**src/rtl/uart_pkg.sv**
```systemverilog
`default_nettype none
// +----------------------------------------------------------------------------+
// | Package    : uart_pkg                                                      |
// | Description: Shared constants for the UART memory streamer: FSM state      |
// |              encodings, data width and the bit-period derivation.          |
// | Options    : UART_TX_PARITY_EN adds the PARITY state encoding.             |
// | Revision   : 1.0 - initial release                                         |
// +----------------------------------------------------------------------------+
package uart_pkg;

   localparam int DATA_BITS = 8;

   localparam logic [2:0] ST_IDLE   = 3'd0;
   localparam logic [2:0] ST_LOAD   = 3'd1;
   localparam logic [2:0] ST_START  = 3'd2;
   localparam logic [2:0] ST_DATA   = 3'd3;
   localparam logic [2:0] ST_STOP   = 3'd4;
   localparam logic [2:0] ST_DONE   = 3'd5;
`ifdef UART_TX_PARITY_EN
   localparam logic [2:0] ST_PARITY = 3'd6;
`endif

   // Clock cycles per UART bit; the ratio is expected to be an exact integer >= 2.
   function automatic int calc_bit_cycles(input int clk_rate, input int baud_rate);
      return clk_rate / baud_rate;
   endfunction

endpackage
`default_nettype wire

```
**src/rtl/uart_baud_tick.sv**
```systemverilog
`default_nettype none
// +----------------------------------------------------------------------------+
// | Module     : uart_baud_tick                                                |
// | Description: Bit-period counter on the system clock. Counts 0..BIT_CYCLES-1|
// |              and wraps; tick marks the last cycle of each bit period.      |
// | Ports      : clk   - system clock                                          |
// |              rst   - asynchronous active-low reset                         |
// |              clear - hold the counter at zero                              |
// |              tick  - high while count == BIT_CYCLES-1                      |
// | Revision   : 1.0 - initial release                                         |
// +----------------------------------------------------------------------------+
module uart_baud_tick #(
   parameter int BIT_CYCLES = 1000
) (
   input  logic clk,
   input  logic rst,
   input  logic clear,
   output logic tick
);

   localparam int                 c_cnt_w   = (BIT_CYCLES > 1) ? $clog2(BIT_CYCLES) : 1;
   localparam logic [c_cnt_w-1:0] c_cnt_max = c_cnt_w'(BIT_CYCLES - 1);
   localparam logic [c_cnt_w-1:0] c_cnt_one = c_cnt_w'(1);

   logic [c_cnt_w-1:0] r_cnt;

   // Wrapping on tick makes every state exit at a bit boundary restart the count.
   always_ff @(posedge clk or negedge rst) begin
      if (!rst) begin
         r_cnt <= '0;
      end else if (clear || tick) begin
         r_cnt <= '0;
      end else begin
         r_cnt <= r_cnt + c_cnt_one;
      end
   end

   assign tick = (r_cnt == c_cnt_max);

endmodule
`default_nettype wire

```
**src/rtl/uart_mem_streamer.sv**
```systemverilog
`default_nettype none
// +----------------------------------------------------------------------------+
// | Module     : uart_mem_streamer                                             |
// | Description: Walks memory addresses 0..NUM_DATA-1 and sends each byte on   |
// |              tx_out as an 8N1 UART frame (8E1 with parity enabled).        |
// | Ports      : clk         - system clock                                    |
// |              rst         - asynchronous active-low reset                   |
// |              send_start  - level run request, sampled in IDLE only         |
// |              mem_rd_data - combinational read data for mem_rd_sel          |
// |              mem_rd_sel  - memory read address (current byte pointer)      |
// |              tx_out      - serial line, idle high                          |
// |              busy        - high from first LOAD until DONE                 |
// |              finish      - high while in DONE                              |
// | Options    : UART_TX_PARITY_EN - even parity bit between data and stop.    |
// | Revision   : 1.0 - initial release                                         |
// +----------------------------------------------------------------------------+
module uart_mem_streamer
   import uart_pkg::*;
#(
   parameter int NUM_DATA  = 10000,
   parameter int CLK_RATE  = 9600000,
   parameter int BAUD_RATE = 9600,
   parameter int ADDR_W    = 14
) (
   input  logic              clk,
   input  logic              rst,
   input  logic              send_start,
   input  logic [7:0]        mem_rd_data,
   output logic [ADDR_W-1:0] mem_rd_sel,
   output logic              tx_out,
   output logic              busy,
   output logic              finish
);

   localparam int                BIT_CYCLES = calc_bit_cycles(CLK_RATE, BAUD_RATE);
   localparam logic [ADDR_W-1:0] c_last_ptr = ADDR_W'(NUM_DATA - 1);
   localparam logic [ADDR_W-1:0] c_ptr_one  = ADDR_W'(1);
   localparam logic [2:0]        c_last_bit = 3'(DATA_BITS - 1);

   logic [2:0]        r_state,   w_state_nxt;
   logic [ADDR_W-1:0] r_ptr,     w_ptr_nxt;
   logic [7:0]        r_shift,   w_shift_nxt;
   logic [2:0]        r_bit_idx, w_bit_idx_nxt;
   logic              r_tx,      w_tx_nxt;
   logic              r_busy,    w_busy_nxt;
   logic              r_finish,  w_finish_nxt;
   logic              w_tick;
   logic              w_clear;

   // Untimed states keep the baud counter at zero so START begins a full bit.
   assign w_clear = (r_state == ST_IDLE) || (r_state == ST_LOAD) || (r_state == ST_DONE);

   uart_baud_tick #(
      .BIT_CYCLES (BIT_CYCLES)
   ) u_baud_tick (
      .clk   (clk),
      .rst   (rst),
      .clear (w_clear),
      .tick  (w_tick)
   );

   always_comb begin
      w_state_nxt   = r_state;
      w_ptr_nxt     = r_ptr;
      w_shift_nxt   = r_shift;
      w_bit_idx_nxt = r_bit_idx;
      case (r_state)
         ST_IDLE: begin
            if (send_start) begin
               w_state_nxt = ST_LOAD;
               w_ptr_nxt   = '0;
            end
         end
         ST_LOAD: begin
            w_shift_nxt = mem_rd_data;
            w_state_nxt = ST_START;
         end
         ST_START: begin
            if (w_tick) begin
               w_state_nxt   = ST_DATA;
               w_bit_idx_nxt = '0;
            end
         end
         ST_DATA: begin
            if (w_tick) begin
               // Rotate rather than shift: after 8 bits the byte is intact again,
               // which lets the parity bit be computed from the register.
               w_shift_nxt = {r_shift[0], r_shift[7:1]};
               if (r_bit_idx == c_last_bit) begin
`ifdef UART_TX_PARITY_EN
                  w_state_nxt = ST_PARITY;
`else
                  w_state_nxt = ST_STOP;
`endif
               end else begin
                  w_bit_idx_nxt = r_bit_idx + 3'd1;
               end
            end
         end
`ifdef UART_TX_PARITY_EN
         ST_PARITY: begin
            if (w_tick) begin
               w_state_nxt = ST_STOP;
            end
         end
`endif
         ST_STOP: begin
            if (w_tick) begin
               if (r_ptr == c_last_ptr) begin
                  w_state_nxt = ST_DONE;
               end else begin
                  w_ptr_nxt   = r_ptr + c_ptr_one;
                  w_state_nxt = ST_LOAD;
               end
            end
         end
         ST_DONE: begin
            if (!send_start) begin
               w_state_nxt = ST_IDLE;
            end
         end
         default: begin
            w_state_nxt = ST_IDLE;
         end
      endcase
   end

   // Outputs are decoded from the next state and registered so they change
   // on the same edge as the state and never glitch.
   always_comb begin
      w_tx_nxt     = 1'b1;
      w_busy_nxt   = 1'b0;
      w_finish_nxt = 1'b0;
      case (w_state_nxt)
         ST_LOAD: begin
            w_busy_nxt = 1'b1;
         end
         ST_START: begin
            w_tx_nxt   = 1'b0;
            w_busy_nxt = 1'b1;
         end
         ST_DATA: begin
            w_tx_nxt   = w_shift_nxt[0];
            w_busy_nxt = 1'b1;
         end
`ifdef UART_TX_PARITY_EN
         ST_PARITY: begin
            w_tx_nxt   = ^w_shift_nxt;
            w_busy_nxt = 1'b1;
         end
`endif
         ST_STOP: begin
            w_busy_nxt = 1'b1;
         end
         ST_DONE: begin
            w_finish_nxt = 1'b1;
         end
         default: begin
            w_tx_nxt = 1'b1;
         end
      endcase
   end

   always_ff @(posedge clk or negedge rst) begin
      if (!rst) begin
         r_state   <= ST_IDLE;
         r_ptr     <= '0;
         r_shift   <= '0;
         r_bit_idx <= '0;
         r_tx      <= 1'b1;
         r_busy    <= 1'b0;
         r_finish  <= 1'b0;
      end else begin
         r_state   <= w_state_nxt;
         r_ptr     <= w_ptr_nxt;
         r_shift   <= w_shift_nxt;
         r_bit_idx <= w_bit_idx_nxt;
         r_tx      <= w_tx_nxt;
         r_busy    <= w_busy_nxt;
         r_finish  <= w_finish_nxt;
      end
   end

   assign mem_rd_sel = r_ptr;
   assign tx_out     = r_tx;
   assign busy       = r_busy;
   assign finish     = r_finish;

endmodule
`default_nettype wire
```
**config.mk**
```make
export PLATFORM = sky130hd
export DESIGN_NAME = uart_mem_streamer
export DESIGN_NICKNAME = d
export VERILOG_FILES = /design/src/rtl/uart_pkg.sv /design/src/rtl/uart_baud_tick.sv /design/src/rtl/uart_mem_streamer.sv
export SDC_FILE = /design/constraint.sdc
export NUM_CORES = 1
export LEC_CHECK = 0
export BUFFER_PORTS_ARGS = -buffer_cell sky130_fd_sc_hd__buf_2
export CAP_MARGIN = 20
export CORE_ASPECT_RATIO = 2
export CORE_MARGIN = 8
export CORE_UTILIZATION = 50
export CTS_CLUSTER_SIZE = 16
export DETAILED_ROUTE_END_ITERATION = 10
export PLACE_DENSITY = 0.7
export SLEW_MARGIN = 20
export SYNTH_ARGS = -nofsm -noshare
export SYNTH_HDL_FRONTEND = slang
export SYNTH_SLANG_ARGS = --single-unit
```
**constraint.sdc**
```tcl
create_clock -name clk -period 2.8 [get_ports clk]
set_clock_uncertainty 0.2 [all_clocks]
set_input_delay 0.42 -clock clk [delete_from_list [all_inputs] [get_ports clk]]
set_output_delay 0.42 -clock clk [all_outputs]
set_load 0.005 [all_outputs]
```
# == Yosys cells after proc, flatten, opt, wreduce, memory -nomap -nowiden ==
# Index checks and enable logic that the tools add are counted.
# totals
reg_bits,41
in_bits,11
output_inout_bits,17
elab_cells,64
# classes
n_reduce_logical,11
mux,22
n_eq_ne,19
addsub,3
# op_table
operator,count
$mux W14,3
$mux W3,10
$pmux W14 S2,1
$pmux W3 S6,1
$pmux W8 S2,1
$eq A3 B3 Y1 const B,5
$add A14 B1 Y14 const B,1
$eq A14 B14 Y1 const B,1
$eq A3 B2 Y1 const B,4
$add A10 B1 Y10 const B,1
$eq A10 B10 Y1 const B,1
$mux W10,1
$mux W8,1
$reduce_and A4 Y1,2
$eq A3 B1 Y1 const B,2
$ne A2 B1 Y1 const B,3
$ne A2 B2 Y1 const B,3
$pmux W3 S2,1
$reduce_bool A2 Y1,3
$reduce_or A4 Y1,1
$add A3 B1 Y3 const B,1
$logic_not A3 Y1,1
$logic_or A1 B1 Y1,3
$mux W1,2
other kinds (2),2

# == Depth between registers and ports, before layout ==
# logic_depth
depth_word,7
mapped_depth,8
depth_no_buf,7

# == Modules after synthesis ==
# Synthesis repeated with hierarchy kept, for this count alone.
# hier_totals
cells_unflattened,229
hier_area_um2,2200.9
# modules_own_cells
module,n_inst,area_per_inst_um2,cells_each
uart_mem_streamer,1,1667.8,178
uart_baud_tick,1,533.0,51

# == Worst setup path before layout ==
# Ideal clock, no wire load.
# synth_timing
path_type,flip-flop to flip-flop
startpoint,register u_baud_tick.r_cnt[0]
endpoint,register r_ptr[12] (netlist: mem_rd_sel[12])
path_slack_ps,544
stages_incl_launch_ff,8
t_arrival_ps,1978
period_less_slack_ps,2256
setup_ps,78
path_cell_list,dfrtp_1 -> ha_1 -> inv_1 -> nor4_1 -> or3_2 -> nand4_4 -> or4_1 -> a21oi_1
# synth_via
elab_chain_cells,3
# synth_rtl
element,line_no,text
from (decl),uart_baud_tick.sv:25,logic [c_cnt_w-1:0] r_cnt;
from (signal assigned),uart_baud_tick.sv:34,r_cnt <= r_cnt + c_cnt_one;
$eq A10 B10 Y1,uart_baud_tick.sv:38,assign tick = (r_cnt == c_cnt_max);
$ne A2 B1 Y1 (no line),-,
$reduce_and A4 Y1 (no line),-,
to (signal assigned),uart_mem_streamer.sv:175,r_ptr <= w_ptr_nxt;
to (decl),uart_mem_streamer.sv:41,"logic [ADDR_W-1:0] r_ptr, w_ptr_nxt;"
# No other way between the ends.
# A chain may end at the register's enable or synchronous reset.

# == Worst setup path after layout ==
# Ends and elaborated chain as after synthesis.

==> impl_metrics.tcl <==
set metrics [dict create \
    synth_nets 234 \
    synthCells 219 \
    fin_area_mm2 0.00250 \
    ant_nets 0 \
    route.detailed.drc 0 \
    grt_max_degree 42 \
    total_switching_power_uw 210 \
    cts-root-buf "clkbuf_8" \
    final-setup-viol-count 0 \
    worstSetupEndpointType "flop" \
    min_period_ns 2.58 \
    path_class "flop to flop" \
    pwr-share-comb 0.019 \
    cts_inserted_buffers 5 \
    final_net_count 267 \
    cp_cell_sequence "ha_1 -> inv_1 -> nor4_4 -> or3_2 -> nand4_4 -> or4_1 -> a21oi_1" \
    layout.cells.non_filler 307 \
    max_freq_mhz 388 \
    finalWirelength_mm 4.95 \
    hold_path_class "primary input to async pin" \
    cp-start-kind "flop" \
    tns_ns 0 \
    yosysMostFrequentCell "dfrtp_1" \
    die-area_mm2 0.00687 \
    yosys_warnings 0 \
    vdd_ir_drop_max_mv 0.304 \
    antenna_cells 0 \
    synth.avg_cell_area_um2 9.98 \
    synth_top_cells_by_count "dfrtp_1 (40), nand2_1 (28), nor2_1 (26)" \
    post-route-period-util 0.920 \
    cp.required_ns 2.82 \
    seq_power_share 0.602 \
    cts_resized 0 \
    cellInternalPower_uw 772 \
    coreArea_mm2 0.00430 \
    hold_violations 0 \
    clockPowerShare 0.379 \
    first_global_vias 1823 \
    synth-seq-area-share 0.470 \
    ios 28 \
    rsz0062_at_grt "false" \
    synth-async-reset-ratio 1.00 \
    place_inst 299 \
    vias 1745 \
    grt_overflow 0 \
    viasPerCell 5.68 \
    std_cell_rows 34 \
    portBuffers 27 \
    path_clk_slew_ns 0.08 \
    p_leak_uw 0.00115 \
    die_y_um 109 \
    max_stage_delay_ns 0.54 \
    placed_area_mm2 0.00239 \
    layout-drive-gt1-share 0.217 \
    synth_top_area_frac 0.458 \
    critPathBufInv 1 \
    synth_area_leaders "dfrtp_1 (46%), nand2_1 (4.8%), nor2_1 (4.5%)" \
    die-width_um 62.7 \
    grt_pass1_wl_mm 8.40 \
    drtPass1Iterations 6 \
    slew_headroom 0.395 \
    hold_ws_ns 0.0568 \
    crit_fanout 8 \
    synth_edf_count 0 \
    crit_family "simple AND/OR/NAND/NOR gates" \
    initial_core_util 0.508 \
    grt_usage 0.152 \
    htree_levels 2 \
    drtIter0Drc 71 \
    cts_setup_buffers 0 \
    p_per_area_mw_per_mm2 393 \
    yosysUniqueCellTypes 49 \
    slew_viol_final 0 \
    cp.arrival_ns 2.60 \
    tightest_slew_ns 0.907 \
    yosys.area.top_type "dfrtp_1" \
    cts_num_sinks 41 \
    synth-seq-cells 41 \
    gp_congestion 0.848 \
    dpl.hpwl_mm 3.68 \
    insertion_delay_ns 0.29 \
    power_uw 983 \
    antenna_found_initial 0 \
    cts_tree "done" \
    synth_area_mm2 0.00218 \
    power.share.switching 0.214 \
    area_growth_pct 14.3 \
    ctsHoldBuffers 0 \
    ctsLongestPathBuffers 2 \
    cap_violations 0 \
    critPathSlowestCell "or4_1" \
    ys.flop_type "dfrtp_1" \
    status "completed" \
    wl_per_cell_um 16.1 \
]
-- metrics by stage --
stage	util	setup slack (ns)
3_3_place_gp	0.556	0.147
3_5_place_dp	0.556	0.0926
2_1_floorplan	-	0.544
5_1_grt	0.581	0.000269
4_1_cts	0.575	0.0828
6_report	0.581	0.223
-- layout by cell type, fill, tap and decap left out, drive strengths merged, types with 2 or more instances in the layout --
cell,n
nand3,10
a21o,2
nor2b,3
buf,32
nor4,3
a22oi,7
a22o,6
clkbuf,7
nor2,26
a41o,2
a21oi,6
nor3,6
inv,8
xor2,4
nor3b,3
nand4,5
or4,3
dfrtp,40
or3,3
o31ai,4
o21ai,6
ha,4
xnor2,11
and3,7
nand2,28
-- power groups by stage --
stage / clock network (µW) / registers (µW) / logic (µW)
after floorplan: 0 / 604 / 0.629
after global placement: 0 / 603 / 19.6
after detailed placement: 0 / 603 / 20.0
after CTS: 389 / 592 / 20.0
after global routing: 406 / 592 / 22.1
final: 372 / 592 / 18.8
-- layer usage --
layer / GRT usage / vias up / share of wire
li1: - / 853 / -
met5: 0 / - / 0
met4: 0.0805 / 0 / 0.031
met3: 0.0224 / 9 / 0.025
met2: 0.300 / 34 / 0.57
met1: 0.147 / 849 / 0.38
-- sequential cells by signal (all words and copies together), names as in the netlist --
register           count
tx_out                 1
busy                   1
r_shift                8
u_baud_tick.r_cnt     10
r_state                3
finish                 1
r_bit_idx              3
mem_rd_sel            14
-- cell families after synthesis --
family,synth area share
buffers and inverters,0.0292
adder cells (fa/ha/maj),0.0229
multiplexers,0.00515
AO/OA/AOI/OAI,0.132
flip-flops,0.470
AND/OR/NAND/NOR,0.280
XOR/XNOR,0.0601
-- worst register-to-register path, delay by kind of cell (launching register included) --
family | cells | cell delay (ns)
simple gates | 4 | 1.28
flops | 1 | 0.40
fa+ha+maj | 1 | 0.30
buf+inv | 1 | 0.18
compound gates | 1 | 0.15
-- path summary, 6_finish.rpt --
path,from,endpoint,cells past startpoint,slack [ns]
max in group asynchronous,rst,mem_rd_sel[3]$_DFFE_PN0P_,1,1.78
worst min register to register,r_shift[5]$_DFFE_PN0P_,r_shift[5]$_DFFE_PN0P_,2,0.28
min in group clk,mem_rd_data[2],r_shift[2]$_DFFE_PN0P_,3,0.15
worst max register to register,u_baud_tick.r_cnt[0]$_DFF_PN0_,mem_rd_sel[12]$_DFFE_PN0P_,7,0.22
worst min-delay path,rst,r_shift[5]$_DFFE_PN0P_,1,0.06
worst max-delay path,u_baud_tick.r_cnt[0]$_DFF_PN0_,mem_rd_sel[12]$_DFFE_PN0P_,7,0.22
-- layout make-up --
| type | instances | area, µm² |
|---|---|---|
| fill | 397 | 1800 |
| timing repair buffer | 32 | 173 |
| clock inverter | 1 | 5.00 |
| tap | 54 | 67.6 |
| clock buffer | 7 | 76.3 |
| inverter | 8 | 30.0 |
| sequential | 41 | 1030 |
| multi-input combinational | 164 | 1120 |
(Power assumes the default switching activity.)
